[config.mk]
export PLATFORM = sky130hd
export DESIGN_NAME = mul_div_unit
export DESIGN_NICKNAME = d
export VERILOG_FILES = /design/src/rtl/mdu_pkg.sv /design/src/rtl/mdu_iter_core.sv /design/src/rtl/mul_div_unit.sv
export SDC_FILE = /design/constraint.sdc
export NUM_CORES = 1
export LEC_CHECK = 0
export BUFFER_PORTS_ARGS = -buffer_cell sky130_fd_sc_hd__buf_2
export CAP_MARGIN = 20
export CORE_ASPECT_RATIO = 2
export CORE_UTILIZATION = 55
export CTS_CLUSTER_DIAMETER = 80
export CTS_CLUSTER_SIZE = 20
export DETAILED_ROUTE_END_ITERATION = 8
export PLACE_DENSITY = 0.74
export SETUP_SLACK_MARGIN = 0.1
export SYNTH_ARGS = -nofsm -noshare
export SYNTH_HDL_FRONTEND = slang
export SYNTH_SLANG_ARGS = --single-unit
[constraint.sdc]
create_clock -name clk -period 4.5 [get_ports clk]
set_clock_uncertainty 0.05 [all_clocks]
set_input_delay 0.675 -clock clk [delete_from_list [all_inputs] [get_ports clk]]
set_output_delay 0.675 -clock clk [all_outputs]
set_load 0.01 [all_outputs]
[src/rtl/mdu_pkg.sv]
// Shared definitions for the HI/LO multiply/divide unit:
// op encodings, FSM state type and cycle constants.
package mdu_pkg;

  localparam logic [1:0] OP_MULT  = 2'b00;
  localparam logic [1:0] OP_MULTU = 2'b01;
  localparam logic [1:0] OP_DIV   = 2'b10;
  localparam logic [1:0] OP_DIVU  = 2'b11;

  localparam int ITER_CYCLES = 32;
  localparam int MDU_LATENCY = 34;

  typedef enum logic [1:0] {
    IDLE = 2'd0,
    RUN  = 2'd1,
    FIX  = 2'd2,
    DONE = 2'd3
  } mdu_state_e;

endpackage

[src/rtl/mdu_iter_core.sv]
// Iterative datapath: shift-add multiply / restoring divide.
// load_i: clear acc, latch a_i/b_i; step_i: one iteration; acc_o: {hi,lo}.
module mdu_iter_core
  import mdu_pkg::*;
#(
  parameter int WIDTH = 32
) (
  input  logic               clk,
  input  logic               rst_n,
  input  logic               load_i,
  input  logic               step_i,
  input  logic               div_i,
  input  logic [WIDTH-1:0]   a_i,
  input  logic [WIDTH-1:0]   b_i,
  output logic [2*WIDTH-1:0] acc_o
);

  logic [2*WIDTH-1:0] acc_q, acc_d;
  logic [WIDTH-1:0]   shr_q, shr_d;
  logic [WIDTH-1:0]   opb_q, opb_d;
  logic [WIDTH:0]     sum;
  logic [WIDTH:0]     rsh;
  logic [WIDTH+1:0]   diff;
  logic               take;

  // Upper-half add keeps its carry in bit WIDTH.
  assign sum  = {1'b0, acc_q[2*WIDTH-1:WIDTH]}
              + {1'b0, opb_q};
  // Partial remainder shifted left with next dividend bit.
  assign rsh  = {acc_q[2*WIDTH-1:WIDTH], shr_q[WIDTH-1]};
  assign diff = {1'b0, rsh} - {2'b00, opb_q};
  // A non-negative difference is always below the divisor,
  // so bit WIDTH is clear whenever the subtract succeeds.
  assign take = ~diff[WIDTH+1] & ~diff[WIDTH];

  always_comb begin
    acc_d = acc_q;
    shr_d = shr_q;
    opb_d = opb_q;
    if (load_i) begin
      acc_d = '0;
      shr_d = a_i;
      opb_d = b_i;
    end else if (step_i) begin
      if (div_i) begin
        acc_d = {(take ? diff[WIDTH-1:0] : rsh[WIDTH-1:0]),
                 acc_q[WIDTH-2:0], take};
        shr_d = shr_q << 1;
      end else begin
        acc_d = shr_q[0] ? {sum, acc_q[WIDTH-1:1]}
                         : {1'b0, acc_q[2*WIDTH-1:1]};
        shr_d = shr_q >> 1;
      end
    end
  end

  always_ff @(posedge clk or negedge rst_n) begin
    if (!rst_n) begin
      acc_q <= '0;
      shr_q <= '0;
      opb_q <= '0;
    end else begin
      acc_q <= acc_d;
      shr_q <= shr_d;
      opb_q <= opb_d;
    end
  end

  assign acc_o = acc_q;

endmodule

[src/rtl/mul_div_unit.sv]
// MIPS HI/LO multiply/divide unit, fixed 34-cycle latency.
// start/op/rs/rt in; busy, hilo_write strobe, hi, lo out (all registered).
module mul_div_unit
  import mdu_pkg::*;
#(
  parameter int WIDTH = 32
) (
  input  logic             clk,
  input  logic             rst_n,
  input  logic             start,
  input  logic [1:0]       op,
  input  logic [WIDTH-1:0] rs,
  input  logic [WIDTH-1:0] rt,
  output logic             busy,
  output logic             hilo_write,
  output logic [WIDTH-1:0] hi,
  output logic [WIDTH-1:0] lo
);

  localparam int CW = $clog2(ITER_CYCLES);

  mdu_state_e         state_q, state_d;
  logic [CW-1:0]      cnt_q, cnt_d;
  logic [1:0]         op_q;
  logic               sa_q, sb_q, dz_q;
  logic [WIDTH-1:0]   rs_q;
  logic               busy_q, hw_q;
  logic [WIDTH-1:0]   hi_q, lo_q;

  logic               accept, sgn_op, sa, sb, neg;
  logic [WIDTH-1:0]   abs_a, abs_b;
  logic [2*WIDTH-1:0] acc, prod;
  logic [WIDTH-1:0]   quo, rem;
  logic [WIDTH-1:0]   res_hi, res_lo;

  assign accept = (state_q == IDLE) & start;
  assign sgn_op = ~op[0];
  assign sa     = sgn_op & rs[WIDTH-1];
  assign sb     = sgn_op & rt[WIDTH-1];
  assign abs_a  = sa ? -rs : rs;
  assign abs_b  = sb ? -rt : rt;

  mdu_iter_core #(
    .WIDTH (WIDTH)
  ) u_core (
    .clk    (clk),
    .rst_n  (rst_n),
    .load_i (accept),
    .step_i (state_q == RUN),
    .div_i  (op_q[1]),
    .a_i    (abs_a),
    .b_i    (abs_b),
    .acc_o  (acc)
  );

  always_comb begin
    state_d = state_q;
    cnt_d   = cnt_q;
    case (state_q)
      IDLE: if (start) begin
        state_d = RUN;
        cnt_d   = '0;
      end
      RUN: begin
        cnt_d = cnt_q + 1'b1;
        if (cnt_q == CW'(ITER_CYCLES - 1)) state_d = FIX;
      end
      FIX:     state_d = DONE;
      DONE:    state_d = IDLE;
      default: state_d = IDLE;
    endcase
  end

  // Sign fix-up; sa_q/sb_q are zero for unsigned ops.
  assign neg  = sa_q ^ sb_q;
  assign prod = neg ? -acc : acc;
  assign quo  = neg ? -acc[WIDTH-1:0] : acc[WIDTH-1:0];
  assign rem  = sa_q ? -acc[2*WIDTH-1:WIDTH]
                     : acc[2*WIDTH-1:WIDTH];

  always_comb begin
    res_hi = prod[2*WIDTH-1:WIDTH];
    res_lo = prod[WIDTH-1:0];
    if (op_q[1]) begin
      if (dz_q) begin
        res_hi = rs_q;
        res_lo = '1;
      end else begin
        res_hi = rem;
        res_lo = quo;
      end
    end
  end

  always_ff @(posedge clk or negedge rst_n) begin
    if (!rst_n) begin
      state_q <= IDLE;
      cnt_q   <= '0;
      op_q    <= '0;
      sa_q    <= 1'b0;
      sb_q    <= 1'b0;
      dz_q    <= 1'b0;
      rs_q    <= '0;
      busy_q  <= 1'b0;
      hw_q    <= 1'b0;
      hi_q    <= '0;
      lo_q    <= '0;
    end else begin
      state_q <= state_d;
      cnt_q   <= cnt_d;
      busy_q  <= (state_d != IDLE);
      hw_q    <= (state_d == DONE);
      if (accept) begin
        op_q <= op;
        sa_q <= sa;
        sb_q <= sb;
        dz_q <= op[1] & (rt == '0);
        rs_q <= rs;
      end
      if (state_q == FIX) begin
        hi_q <= res_hi;
        lo_q <= res_lo;
      end
    end
  end

  assign busy       = busy_q;
  assign hilo_write = hw_q;
  assign hi         = hi_q;
  assign lo         = lo_q;

endmodule

; ---- After elaboration in Yosys (flattened, before gate mapping)
; Index checks and enable logic that the tools add are counted.
[classes]
addsub = 8
eq_ne = 6
mux = 22
n_bitwise = 9
reduce_logical = 6
[ops]
columns = operator, count
row1 = 2-to-1 mux 32 bit, 12
row2 = 2-to-1 mux 64 bit, 5
row3 = negation 32 bit, 4
row4 = negation 64 bit, 1
row5 = subtractor 33 x 32 -> 34 bit, 1
row6 = adder 32 x 32 -> 33 bit, 1
row7 = logical NOT 32 bit, 1
row8 = case mux 5 bit (2 select lines), 1
row9 = case mux 2 bit (4 select lines), 1
row10 = "equality test 2 bit, second input constant", 3
row11 = nonzero test 2 bit, 3
row12 = "adder 5 x 1 -> 5 bit, second input constant", 1
row13 = AND 1 bit, 5
row14 = "equality test 5 bit, second input constant", 1
row15 = 2-to-1 mux 5 bit, 1
row16 = 2-to-1 mux 2 bit, 2
row17 = NOT 1 bit, 3
row18 = "equality test 2 x 1 -> 1 bit, second input constant", 1
row19 = logical NOT 2 bit, 1
row20 = "inequality test 2 bit, second input constant", 1
row21 = AND reduction 2 bit, 1
row22 = bitwise XOR 1 bit, 1
[totals]
ff_bits = 238
word_cells = 65

; ---- Depth between registers and ports, before layout
[depth]
word_depth = 7
ltp_mapped = 15
depth_no_buf = 13

; ---- Modules after synthesis
; A second synthesis with hierarchy kept.
[hier_totals]
cells_unflattened = 2259
area_unflattened_um2 = 18187.4
[modules_own_cells]
columns = module, n_inst, cells_each, area_each_um2, seq_area_each_um2
row1 = mdu_iter_core, 1, 1209, 10015.9, 3203.1
row2 = mul_div_unit, 1, 1050, 8171.6, 2727.6

; ---- Worst setup path after synthesis
; Ideal clock, no wire load.
[synth_path]
path_type = reg-to-reg
from = register u_core.shr_q[31]
to = register u_core.acc_q[61] (netlist: u_core.acc_o[61])
arrival_ns = 3.169
slack_ns = 1.154
path_stages_with_launch = 15
cell_sequence = dfrtp_1 > inv_1 > ha_1 > inv_1 > fa_1 > a211oi_1 > o21a_1 > a211o_1 > a31oi_1 > a311o_1 > nand3_1 > buf_1 > o21ai_0 > a31oi_1 > nand3b_1
[synth_via]
elab_chain_len = 7
word_cells_on_any_way = 8
cone_classes = add/sub: 1 / mux: 4 / bitwise: 3
[synth_lines]
columns = element, line_no
row1 = from (decl), mdu_iter_core.sv:19  ; logic [WIDTH-1:0] shr_q, shr_d;
row2 = from (signal assigned), mdu_iter_core.sv:64  ; shr_q <= shr_d;
row3 = subtractor 33 x 32 -> 34 bit (*), mdu_iter_core.sv:31  ; assign diff = {1'b0, rsh} - {2'b00, opb_q};
row4 = NOT 1 bit, mdu_iter_core.sv:34  ; assign take = ~diff[WIDTH+1] & ~diff[WIDTH];
row5 = AND 1 bit, mdu_iter_core.sv:34
row6 = 2-to-1 mux 32 bit (*), mdu_iter_core.sv:46  ; acc_d = {(take ? diff[WIDTH-1:0] : rsh[WIDTH-1:0]),
row7 = 2-to-1 mux 64 bit (*), mdu_iter_core.sv:45  ; if (div_i) begin
row8 = 2-to-1 mux 64 bit (*), mdu_iter_core.sv:44  ; end else if (step_i) begin
row9 = 2-to-1 mux 64 bit (*), mdu_iter_core.sv:40  ; if (load_i) begin
row10 = to (signal assigned), mdu_iter_core.sv:59  ; acc_q <= '0;
row11 = to (signal assigned), mdu_iter_core.sv:63  ; acc_q <= acc_d;
row12 = to (decl), mdu_iter_core.sv:18  ; logic [2*WIDTH-1:0] acc_q, acc_d;
; Mark *: on every way between the ends. The rest lies on a longest branch, timed or not. The select of a mux whose other input is x is not followed.
; A chain may end at the register's enable or synchronous reset.

; ---- Worst setup path in the final report
[layout_path]
from = register u_core.acc_q[32] (netlist: u_core.acc_o[32])
to = register u_core.acc_q[63] (netlist: u_core.acc_o[63])
[layout_via]
elab_chain_len = 7
word_cells_on_any_way = 10
cone_classes = add/sub: 2 / mux: 5 / bitwise: 3
[layout_lines]
columns = element, line_no
row1 = subtractor 33 x 32 -> 34 bit, mdu_iter_core.sv:31
row2 = NOT 1 bit, mdu_iter_core.sv:34
row3 = AND 1 bit, mdu_iter_core.sv:34
row4 = 2-to-1 mux 32 bit, mdu_iter_core.sv:46
row5 = 2-to-1 mux 64 bit (*), mdu_iter_core.sv:45
row6 = 2-to-1 mux 64 bit (*), mdu_iter_core.sv:44
row7 = 2-to-1 mux 64 bit (*), mdu_iter_core.sv:40
; Marked as above.

==> reports/metrics.yaml <==
placed_design:
  hpwl_microns: 40400
  port_buffers: 134
  gp_congestion: 1.04
  placedCellCount: 2649
grt:
  gr-total-overflow: 0
  grt_util_all_layers_pct: 33.8
  grt_max_degree: 108
  grt_pass1_wl_microns: 86600
  antenna_found_initial: 0
  grt_pass1_vias: 16500
critical_path:
  startpoint_type: "flip-flop"
  r2r-end: "u_core.acc_o[63]"
  path_class: "reg -> reg"
  reg2reg_from: "u_core.acc_o[32]"
  reg2reg_depth: 13
  cp_max_fo: 10
  cp.required_ps: 4860
  arrival_ps: 4300
  crit_path_end_kind: "flip-flop"
  startpoint: "u_core.acc_o[32]"
  rrSetupSlack_ps: 560
synth:
  synthDominantCellAreaShare_pct: 33.7
  ys_seq_elements: 237
  synth_cell_types: 71
  ys_async_sr_fraction_pct: 100
  yosysSeqAreaShare_pct: 33.7
  syn_nets: 2342
  syn-instance-count: 2201
  synth_area_leaders: "dfrtp_1 (34%), nand2_1 (7.3%), o21ai_0 (6.5%), mux2i_1 (5.7%), a21oi_1 (5.5%)"
  synth-edff-count: 0
  yosysWarnings: 0
  synth.largest_area_cell: "dfrtp_1"
  ys.flop_type: "dfrtp_1"
  netlist_area_sq_um: 17600
  avgSynthCellArea_sq_um: 7.99
clock_tree:
  cts.sinks: 237
  clockRootBuffer: "clkbuf_16"
  clk_pin_slew_ps: 90
  clk-insertion-delay-late_ps: 520
  clk_path_buf_depth: 3
  cts_tree: "yes"
  cts-buffers-inserted: 15
  htreeDepth: 1
run:
  max-cap-violations: 0
timing:
  drv_slew: 0
  fin_tns_setup_ps: 0
  rsz0062_at_grt: "false"
  worst_slew_pin_slew_ps: 1130
  period_needed_ps: 3940
  period_share_pct: 87.6
  finalSetupViolCount: 0
  maxSlewHeadroom_pct: 24.4
  fmax_ghz: 0.254
  hold_violations: 0
hold_path:
  hold_path.class: "in -> async"
power_and_ir_drop:
  p_switching_mw: 8.12
  p_seq_share_pct: 24.8
  cellPowerDensity_nw_per_um2: 834
  pwr-share-comb_pct: 66.5
  p_leak_nw: 8.61
  power.clock.fraction_pct: 8.6
  ir_worst_vdd_mv: 0.485
  internal_power_mw: 7.74
  sw_frac_of_total_pct: 51.2
die:
  initial_core_util_pct: 55.8
  die_h_microns: 255
  core_area_sq_um: 31500
  ios: 135
  row_count: 92
  die_area_sq_um: 32800
  die_w_microns: 128
final_layout:
  drive_above_1_share_pct: 10.2
  seqCellArea_sq_um: 5930
  area_growth_syn_to_layout_pct: 8.04
  antenna_cells: 0
  final_nets: 2385
  fillCellCount: 2970
  fin_cells: 2667
  multiInputGateArea_sq_um: 10900
route:
  drc_errors: 0
  drt_wl_total_microns: 54100
  wl_per_cell_microns: 20.3
  drt_iter0_drc: 1190
  antenna_left: 0
  drt-vias-per-instance: 6.20
  dr.pass1.iters: 5
  num_vias: 16500
status:
  status: "completed"
==> Yosys cell counts (31+ instances only) <==
cell        n
ha_1       70
xnor2_1   102
o31ai_1    31
o21ai_0   230
nand2_1   344
dfrtp_1   237
mux2i_1   100
xor2_1     98
inv_1      61
clkbuf_1  128
a21oi_1   194
nor2_1    184
==> placed cells by master (no fill, tap or decap), drive strengths merged, types with 17 or more instances in the layout <==
cell,count
nor2,184
nor4,21
a21o,26
a31oi,25
a21oi,194
nand4,17
or3,23
inv,61
nand3,21
o21ai,230
mux2i,100
o211ai,24
o31ai,31
xor2,98
xnor2,102
nand2,344
o221ai,18
ha,70
dfrtp,237
clkbuf,17
nor3,25
buf,179
==> how the worst max path moves through the flow <==
stage / to / cells past startpoint / slack, ps
floorplan: u_core.acc_o[61] / 14 / 1150
global placement: u_core.acc_o[63] / 13 / 730
detailed placement: u_core.acc_o[63] / 13 / 550
CTS: u_core.acc_o[63] / 13 / 510
global route: u_core.acc_o[63] / 13 / 210
finish: u_core.acc_o[63] / 13 / 560
==> routing by layer <==
metal / vias up / global-route usage [%] / routed length, microns
li1: 7816 / - / -
met1: 7866 / 36.1 / 19700
met2: 626 / 61.8 / 27900
met3: 232 / 3.18 / 2530
met4: 0 / 23.4 / 4020
met5: - / 0 / 0
==> kinds of logic (layout without fill, tap and decap cells) <==
family	Yosys count	after routing	share of synthesized area (%)
and+or+nand+nor	719	719	18.2
AOI/OAI and AO/OA	651	651	22.2
DFF	237	237	33.7
buffers and inverters	217	260	4.69
xor gates and xnor gates	200	200	9.96
muxes	105	105	6.01
adders and majority gates	72	72	5.21
==> flip-flops by register name, indices dropped and copies added, names as in the netlist <==
name          flops
busy              1
cnt_q             5
dz_q              1
hi               32
hilo_write        1
lo               32
op_q              1
rs_q             32
sa_q              1
sb_q              1
state_q           2
u_core.acc_o     64
u_core.opb_q     32
u_core.shr_q     32
==> cell type report <==
type / count / area share [%]
Clock inverter: 1 / 0.0263
Inverter: 63 / 1.24
Tap cell: 423 / 2.78
Multi-Input combinational cell: 1747 / 57.2
Timing Repair Buffer: 180 / 5.52
Sequential cell: 237 / 31.2
Clock buffer: 16 / 1.99
==> metrics by stage <==
step / instance area (sq um) / hold slack [ps] / worst slack (ps) / power (mW) / util (%)
finish: 19000 / 137 / 560 / 15.9 / 60.3
global route: 19000 / 222 / 206 / 17.1 / 60.3
CTS: 19000 / 204 / 515 / 15.7 / 60.3
detailed placement: 18600 / 412 / 551 / 14.3 / 59.0
global placement: 18600 / 410 / 732 / 14.0 / 59.0
floorplan: 17600 / 329 / 1150 / 11.4 / -
==> repair_timing <==
action,in CTS,in global routing
setup endpoints to repair,0,1
hold buffers,0,0
buffers inserted,0,0
resized for setup,0,1
==> power groups by stage <==
stage,clock (mW),sequential [mW],combinational [mW]
floorplan,0,3.47,7.94
global placement,0,3.92,10.1
detailed placement,0,3.95,10.3
CTS,1.38,3.91,10.4
global route,1.45,4.04,11.7
finish,1.37,3.94,10.6
==> worst max-delay path, cell delays in order (launching register included) <==
cell       delay (ps)
dfrtp_1           560
ha_1              250
inv_1              70
fa_1              400
nor2b_1           240
o2111ai_1         160
a2111oi_0         480
buf_4             240
o21ai_0           160
a21boi_0          380
a31oi_1           250
o21ai_1           280
a31oi_1           130
o211ai_1          160
No activity file was read; power rests on OpenSTA's default activity.
